==> src/rtl/load_store_unit_pkg.sv <==
// Shared definitions for the load/store unit: funct3 encodings, FSM states,
// response error bit positions and a funct3 legality helper.
package load_store_unit_pkg;

  localparam logic [2:0] LOAD_LB  = 3'b000;
  localparam logic [2:0] LOAD_LH  = 3'b001;
  localparam logic [2:0] LOAD_LW  = 3'b010;
  localparam logic [2:0] LOAD_LBU = 3'b100;
  localparam logic [2:0] LOAD_LHU = 3'b101;

  localparam logic [2:0] STORE_SB = 3'b000;
  localparam logic [2:0] STORE_SH = 3'b001;
  localparam logic [2:0] STORE_SW = 3'b010;

  localparam int LSU_ERR_ILLEGAL  = 0;
  localparam int LSU_ERR_MISALIGN = 1;

  typedef enum logic [1:0] {
    ST_IDLE   = 2'd0,
    ST_ACCESS = 2'd1,
    ST_RESP   = 2'd2
  } lsu_state_e;

  function automatic logic funct3_legal(input logic is_store, input logic [2:0] f3);
    if (is_store) begin
      return (f3 == STORE_SB) || (f3 == STORE_SH) || (f3 == STORE_SW);
    end
    return (f3 == LOAD_LB) || (f3 == LOAD_LH) || (f3 == LOAD_LW) ||
           (f3 == LOAD_LBU) || (f3 == LOAD_LHU);
  endfunction

endpackage

==> src/rtl/load_store_unit_align_check.sv <==
// Combinational natural-alignment check for halfword and word accesses.
// Instantiated by load_store_unit only when LSU_MISALIGN_TRAP_EN is defined.
module load_store_unit_align_check (
  input  logic [1:0] size_i,
  input  logic [1:0] addr_lo_i,
  output logic       misaligned_o
);

  // size_i is funct3[1:0]: 01 = halfword, 10 = word, byte never misaligns.
  always_comb begin
    misaligned_o = 1'b0;
    case (size_i)
      2'b01:   misaligned_o = addr_lo_i[0];
      2'b10:   misaligned_o = (addr_lo_i != 2'b00);
      default: misaligned_o = 1'b0;
    endcase
  end

endmodule

==> src/rtl/load_store_unit.sv <==
// Initiator side of the data-memory port: one load/store in flight, IDLE -> ACCESS -> RESP.
// Optional feature macro: LSU_MISALIGN_TRAP_EN (suppress and flag misaligned half/word accesses).
//
// state  | meaning
// IDLE   | req_ready high, waiting for a request
// ACCESS | latched request drives the memory port for exactly one cycle
// RESP   | response presented and held until rsp_ready
module load_store_unit
  import load_store_unit_pkg::*;
#(
  parameter int TAG_W      = 5,
  parameter int ADDR_WIDTH = 32
) (
  input  logic                  clk,
  input  logic                  reset_n,
  input  logic                  req_valid,
  output logic                  req_ready,
  input  logic                  req_write,
  input  logic [2:0]            req_funct3,
  input  logic [ADDR_WIDTH-1:0] req_address,
  input  logic [31:0]           req_wdata,
  input  logic [TAG_W-1:0]      req_tag,
  output logic                  rsp_valid,
  input  logic                  rsp_ready,
  output logic [31:0]           rsp_rdata,
  output logic [TAG_W-1:0]      rsp_tag,
  output logic [1:0]            rsp_error,
  output logic [ADDR_WIDTH-1:0] mem_read_address,
  input  logic [31:0]           mem_read_data,
  input  logic                  mem_illegal_read_address,
  output logic [2:0]            mem_size_and_sign,
  output logic [ADDR_WIDTH-1:0] mem_write_address,
  output logic [31:0]           mem_write_data,
  output logic                  mem_write_enable,
  input  logic                  mem_illegal_write_address
);

  lsu_state_e            state_q;
  logic                  write_q;
  logic [2:0]            funct3_q;
  logic [ADDR_WIDTH-1:0] addr_q;
  logic [31:0]           wdata_q;
  logic [TAG_W-1:0]      tag_q;
  logic [31:0]           rdata_q;
  logic [1:0]            error_q;
  logic                  rsp_valid_q;

  logic                  misaligned;
  logic                  funct3_bad;
  logic [1:0]            error_d;
  logic [31:0]           rdata_d;

`ifdef LSU_MISALIGN_TRAP_EN
  load_store_unit_align_check u_align_check (
    .size_i       (funct3_q[1:0]),
    .addr_lo_i    (addr_q[1:0]),
    .misaligned_o (misaligned)
  );
`else
  assign misaligned = 1'b0;
`endif

  always_comb begin
    funct3_bad                = !funct3_legal(write_q, funct3_q);
    error_d                   = 2'b00;
    error_d[LSU_ERR_ILLEGAL]  = funct3_bad |
                                (write_q ? mem_illegal_write_address : mem_illegal_read_address);
    error_d[LSU_ERR_MISALIGN] = misaligned;
    // Any error, and every store, returns zero data.
    rdata_d = (!write_q && (error_d == 2'b00)) ? mem_read_data : 32'h0;
  end

  // Combinational gate on the decode result so an illegal or trapped store never strobes;
  // state_q resets asynchronously, so the strobe also drops the moment reset_n falls.
  assign mem_write_enable = (state_q == ST_ACCESS) & write_q & ~funct3_bad &
                            ~mem_illegal_write_address & ~misaligned;

  always_ff @(posedge clk or negedge reset_n) begin
    if (!reset_n) begin
      state_q     <= ST_IDLE;
      write_q     <= 1'b0;
      funct3_q    <= 3'b000;
      addr_q      <= '0;
      wdata_q     <= 32'h0;
      tag_q       <= '0;
      rdata_q     <= 32'h0;
      error_q     <= 2'b00;
      rsp_valid_q <= 1'b0;
    end else begin
      case (state_q)
        ST_IDLE: begin
          if (req_valid) begin
            write_q  <= req_write;
            funct3_q <= req_funct3;
            addr_q   <= req_address;
            wdata_q  <= req_wdata;
            tag_q    <= req_tag;
            state_q  <= ST_ACCESS;
          end
        end
        ST_ACCESS: begin
          rdata_q     <= rdata_d;
          error_q     <= error_d;
          rsp_valid_q <= 1'b1;
          state_q     <= ST_RESP;
        end
        ST_RESP: begin
          if (rsp_ready) begin
            rsp_valid_q <= 1'b0;
            state_q     <= ST_IDLE;
          end
        end
        default: begin
          rsp_valid_q <= 1'b0;
          state_q     <= ST_IDLE;
        end
      endcase
    end
  end

  assign req_ready         = (state_q == ST_IDLE);
  assign rsp_valid         = rsp_valid_q;
  assign rsp_rdata         = rdata_q;
  assign rsp_tag           = tag_q;
  assign rsp_error         = error_q;
  assign mem_read_address  = addr_q;
  assign mem_write_address = addr_q;
  assign mem_size_and_sign = funct3_q;
  assign mem_write_data    = wdata_q;

endmodule

==> config.mk <==
export PLATFORM = sky130hd
export DESIGN_NAME = load_store_unit
export DESIGN_NICKNAME = d
export VERILOG_FILES = /design/src/rtl/load_store_unit_pkg.sv /design/src/rtl/load_store_unit_align_check.sv /design/src/rtl/load_store_unit.sv
export SDC_FILE = /design/constraint.sdc
export NUM_CORES = 1
export LEC_CHECK = 0
export ABC_AREA = 1
export CAP_MARGIN = 10
export CELL_PAD_IN_SITES_DETAIL_PLACEMENT = 1
export CELL_PAD_IN_SITES_GLOBAL_PLACEMENT = 2
export CORE_MARGIN = 2
export CORE_UTILIZATION = 21
export CTS_BUF_LIST = sky130_fd_sc_hd__clkbuf_16
export CTS_CLUSTER_DIAMETER = 200
export CTS_CLUSTER_SIZE = 16
export DETAILED_ROUTE_END_ITERATION = 6
export HOLD_SLACK_MARGIN = 0.03
export PLACE_DENSITY_LB_ADDON = 0.1
export RECOVER_POWER = 50
export SLEW_MARGIN = 0
export SYNTH_ARGS = -nofsm -noshare
export SYNTH_HDL_FRONTEND = slang
export SYNTH_HIERARCHICAL = 1
export SYNTH_SLANG_ARGS = --single-unit
==> constraint.sdc <==
create_clock -name clk -period 1.5 [get_ports clk]
set_input_delay 0.3 -clock clk [delete_from_list [all_inputs] [get_ports clk]]
set_output_delay 0.3 -clock clk [all_outputs]
set_load 0.02 [all_outputs]
# ---- After elaboration in Yosys (flattened, before gate mapping)
# Cells that the tools add are included.
dict set report word_totals {
  reg_bits 109
  input_bits 111
  wordCells 46
}
dict set report op_classes {
  eq_ne 8
  mux 10
  bitwise_logic 6
  n_reduce_logical 13
}
# operator n
set ops {}
lappend ops {{$mux W32} 1}
lappend ops {{$eq A3 B3 Y1 const B} 2}
lappend ops {{$pmux W2 S3} 1}
lappend ops {{$reduce_and A2 Y1} 3}
lappend ops {{$mux W1} 5}
lappend ops {{$logic_not A2 Y1} 2}
lappend ops {{$logic_or A1 B1 Y1} 4}
lappend ops {{$mux W2} 2}
lappend ops {{$ne A2 B2 Y1 const B} 2}
lappend ops {{$and A1 B1 Y1} 3}
lappend ops {{$eq A3 B1 Y1 const B} 1}
lappend ops {{$eq A3 B2 Y1 const B} 1}
lappend ops {{$logic_not A3 Y1} 1}
lappend ops {{$pmux W1 S3} 1}
lappend ops {{$eq A2 B1 Y1 const B} 1}
lappend ops {{$eq A2 B2 Y1 const B} 1}
lappend ops {{$logic_not A1 Y1} 2}
lappend ops {{$not A1 Y1} 2}
lappend ops {{$logic_and A1 B1 Y1} 1}
lappend ops {{$or A1 B1 Y1} 1}

# ---- Longest topological paths before layout
dict set report depth {
  word_depth 11
  depth_mapped 7
  depth_no_buf 6
}

# ---- Worst setup path before layout
# OpenSTA, ideal clock, no wires.
dict set report synth_path {
  kind {reg-to-output}
  startpoint {register state_q[1]}
  endpoint {output mem_write_enable}
  t_arrival_ns 1.209
  required_time_ns 1.200
  path_slack_ns -0.009
  path_stages_with_launch 5
  path_buffers 1
  cell_sequence {dfrtp_1 -> inv_1 -> nand2_1 -> buf_2 -> nor3_1}
}
dict set report synth_via {
  elab_chain_len 4
}
# item line_no
set synth_rtl {}
lappend synth_rtl {{start, declared} load_store_unit.sv:38} ;# lsu_state_e state_q;
lappend synth_rtl {{start signal, assigned} load_store_unit.sv:80} ;# state_q <= ST_IDLE;
lappend synth_rtl {{start signal, assigned} load_store_unit.sv:98} ;# state_q <= ST_ACCESS;
lappend synth_rtl {{start signal, assigned} load_store_unit.sv:105} ;# state_q <= ST_RESP;
lappend synth_rtl {{$eq A2 B1 Y1} load_store_unit.sv:75} ;# assign mem_write_enable = (state_q == ST_ACCESS) & write_q & ~funct3_bad &
lappend synth_rtl {{$and A1 B1 Y1 (3 in series)} load_store_unit.sv:75}
lappend synth_rtl {{end, declared} load_store_unit.sv:34} ;# output logic mem_write_enable,
# Every way passes these cells.

# ---- Final worst setup path
# Same ends and word-level chain as after synthesis.

==> qor.csv <==
metric,value,unit
Worst slew margin,0.454,
Period minus WS final,1550,ps
Sink Count,109,
static leakage,4.23,nW
crit-path leading delay family,flip-flops,
gr ovfl total,0,
PwrDens,2050,nW/um2
# fillers,2634,
FF+latch area,2730,um2
Clock transition at path regs,70,ps
Layout Utilization,0.346,
vias in the first global route,4762,
port bufs,250,
"Cell Area, Placed",7430,um2
DR pass1 iterations,5,
final setup fails,1,
Worst-Margin Slew,818,ps
Final Wtd Congestion,0.718,
RSZ-0062 raised after global routing,yes,
Buffers & Inverters on Critical Path,2,
Chip Width,154,um
largest net degree at the start of global routing,67,
clk buf depth,2,
post-synth cell types,15,
FMAX,0.644,GHz
H-tree Lvls,3,
Min-Delay Path Class,register to register,
Clock Skew,6.62,ps
#FFs+latches synth,109,
DRT antenna net count,0,
area grow syn2layout,61.2,%
Num CTS Buffers,9,
post-route non-filler standard cell count,1088,
Final WS setup,-52.5,ps
CTS tree,built,
hold slack,476,ps
Via Count,4409,
setup bufs post-CTS,0,
Critical Path Max Stage Delay,380,ps
Critical Path Start Type,register,
share of cells above drive strength 1,0.0558,
crit-path cells,"inv_1, nand2_2, nor3_4, buf_6",
Rows,54,
Max VDD drop,0.621,mV
syn_nets,687,
Max Cap Viol,0,
Final Max Slew Viols,0,
initial core utilization,0.215,
first-pass GRT wire length,26100,um
Netlist Area Pre-Place,4700,um2
core area,21900,um2
area of the multi-input gates,1440,um2
CTS root buffer,clkbuf_16,
DP HPWL,11900,um
GR Util All Layers,0.137,
I/O Pins,252,
Wirelength per Cell,15.2,um
DR DRC count,0,
initial antenna violation count,1,
Clock Latency Late Sink,350,ps
Crit Path Class,register to output pin,
post-synthesis sequential area ratio,0.581,
Gate Count Post-Synth,576,
Final Hold Viols,0,
Ys Warns,6,
design area,7570,um2
Worst Setup End Kind,output pin,
Post-Route WL,16600,um
Final #Nets,914,
Avg Synthesized Cell Area,8.16,um2
CP Data Arrival Time,1250,ps
Iteration-0 DRC Markers,123,
Worst Path Max Fanout,2,
status,"finished, violations left",
Chip Height,154,um
final period utilization,1.03,
post-placement cell count,1070,
Critical Path Slowest Stage Cell,dfrtp_1,
die footprint,23600,um2
vias per cell,4.05,
failing checks,negative setup slack,
Tot Pwr,0.0155,W
Critical Path RT,1200,ps
## layout by cell type (no fill, tap or decap)
cell type and instances:
nand2_1 288, dlygate4sd2_1 135, clkdlybuf4s50_1 109, dfrtp_1 109
inv_1 41, nor2_1 37, nand3_1 32, buf_4 16
clkbuf_16 10, clkbuf_1 4, buf_12 4, o21ai_0 3
buf_6 3, bufinv_16 2, clkbuf_4 2, diode_2 1
nor2_4 1, nand2_2 1, nor3_4 1, nand2_4 1
inv_4 1, conb_1 1, clkinv_1 1, clkinv_2 1
clkinvlp_4 1, dlygate4sd3_1 1, clkdlybuf4s15_1 1, clkbuf_2 1
## registers in the layout, indices dropped and copies added, names as in the netlist
signal and flops:
mem_read_address 32, mem_write_data 32, rsp_rdata 32, rsp_tag 5, mem_size_and_sign 3, state_q 2, rsp_error 1, rsp_valid 1
write_q 1
## stage by stage
stage          TNS, ps  setup slack (ps)
3_5_place_dp      -567              -496
5_1_grt           -214              -128
4_1_cts          -91.2             -91.2
2_1_floorplan        0               153
3_3_place_gp      -493              -420
6_report         -52.5             -52.5
## worst register-to-register path, stage by stage, from the launching register on
cell,delay (ps)
dfrtp_1,380
clkbuf_1,130
nor2_4,120
buf_4,130
nand2_4,70
inv_4,110
clkbuf_2,210
o21ai_0,100
## report_power, final
group	internal (W)	switching (W)
Clock	0.00144	0.00112
Sequential	0.00425	0.000832
Combinational	0.00300	0.00490
## per-layer routing
metal  vias up  track usage  wire (um)
met2       149        0.227       7920
met3        18       0.0558       1400
met1      2116        0.166       6940
met4         0       0.0354        314
met5         -            0          0
li1       2126            -          -
## final cells by class
cell class | count | area share
repair buffers | 277 | 0.342
well taps | 280 | 0.0463
clock inverters | 6 | 0.0106
diodes | 1 | 0.000330
flip-flops and latches | 109 | 0.360
inverters | 41 | 0.0207
multi-input cells | 365 | 0.191
clock buffers | 9 | 0.0297
## cells in the mapped netlist
cell | number | area, um2
buf_2 | 12 | 60.1
buf_4 | 36 | 270
buf_6 | 1 | 11.3
clkbuf_1 | 12 | 45.0
conb_1 | 1 | 3.75
dfrtp_1 | 109 | 2730
inv_1 | 40 | 150
inv_2 | 1 | 3.75
nand2_1 | 289 | 1080
nand2_4 | 1 | 11.3
nand3_1 | 32 | 160
nor2_1 | 37 | 139
nor2_4 | 1 | 11.3
nor3_1 | 1 | 5.00
o21ai_0 | 3 | 15.0
## final timing paths
check	start	end	slack [ps]	depth (start not counted)
setup / recovery	state_q[1]	mem_write_enable	-50	4
hold / removal	rsp_rdata[21]	rsp_rdata[21]	480	2
setup reg to reg	state_q[0]	write_q	120	7
hold reg to reg	rsp_rdata[21]	rsp_rdata[21]	480	2
max in group asynchronous	reset_n	mem_read_address[10]	240	3
min in group asynchronous	reset_n	rsp_rdata[7]	700	3
## kinds of logic after synthesis
group                  after synthesis  synth area share
AOI/OAI and AO/OA                    3           0.00319
buffers and inverters              102             0.115
DFF                                109             0.581
other                                1          0.000798
and+or+nand+nor                    361             0.300
## timing repair
item | CTS | global route
hold buffers | 1 | 0
gates resized for setup | 150 | 10
gates cloned | 0 | 1
hold endpoints to repair | 109 | 0
endpoints found under the setup margin | 140 | 48
(Power assumes the default switching activity.)
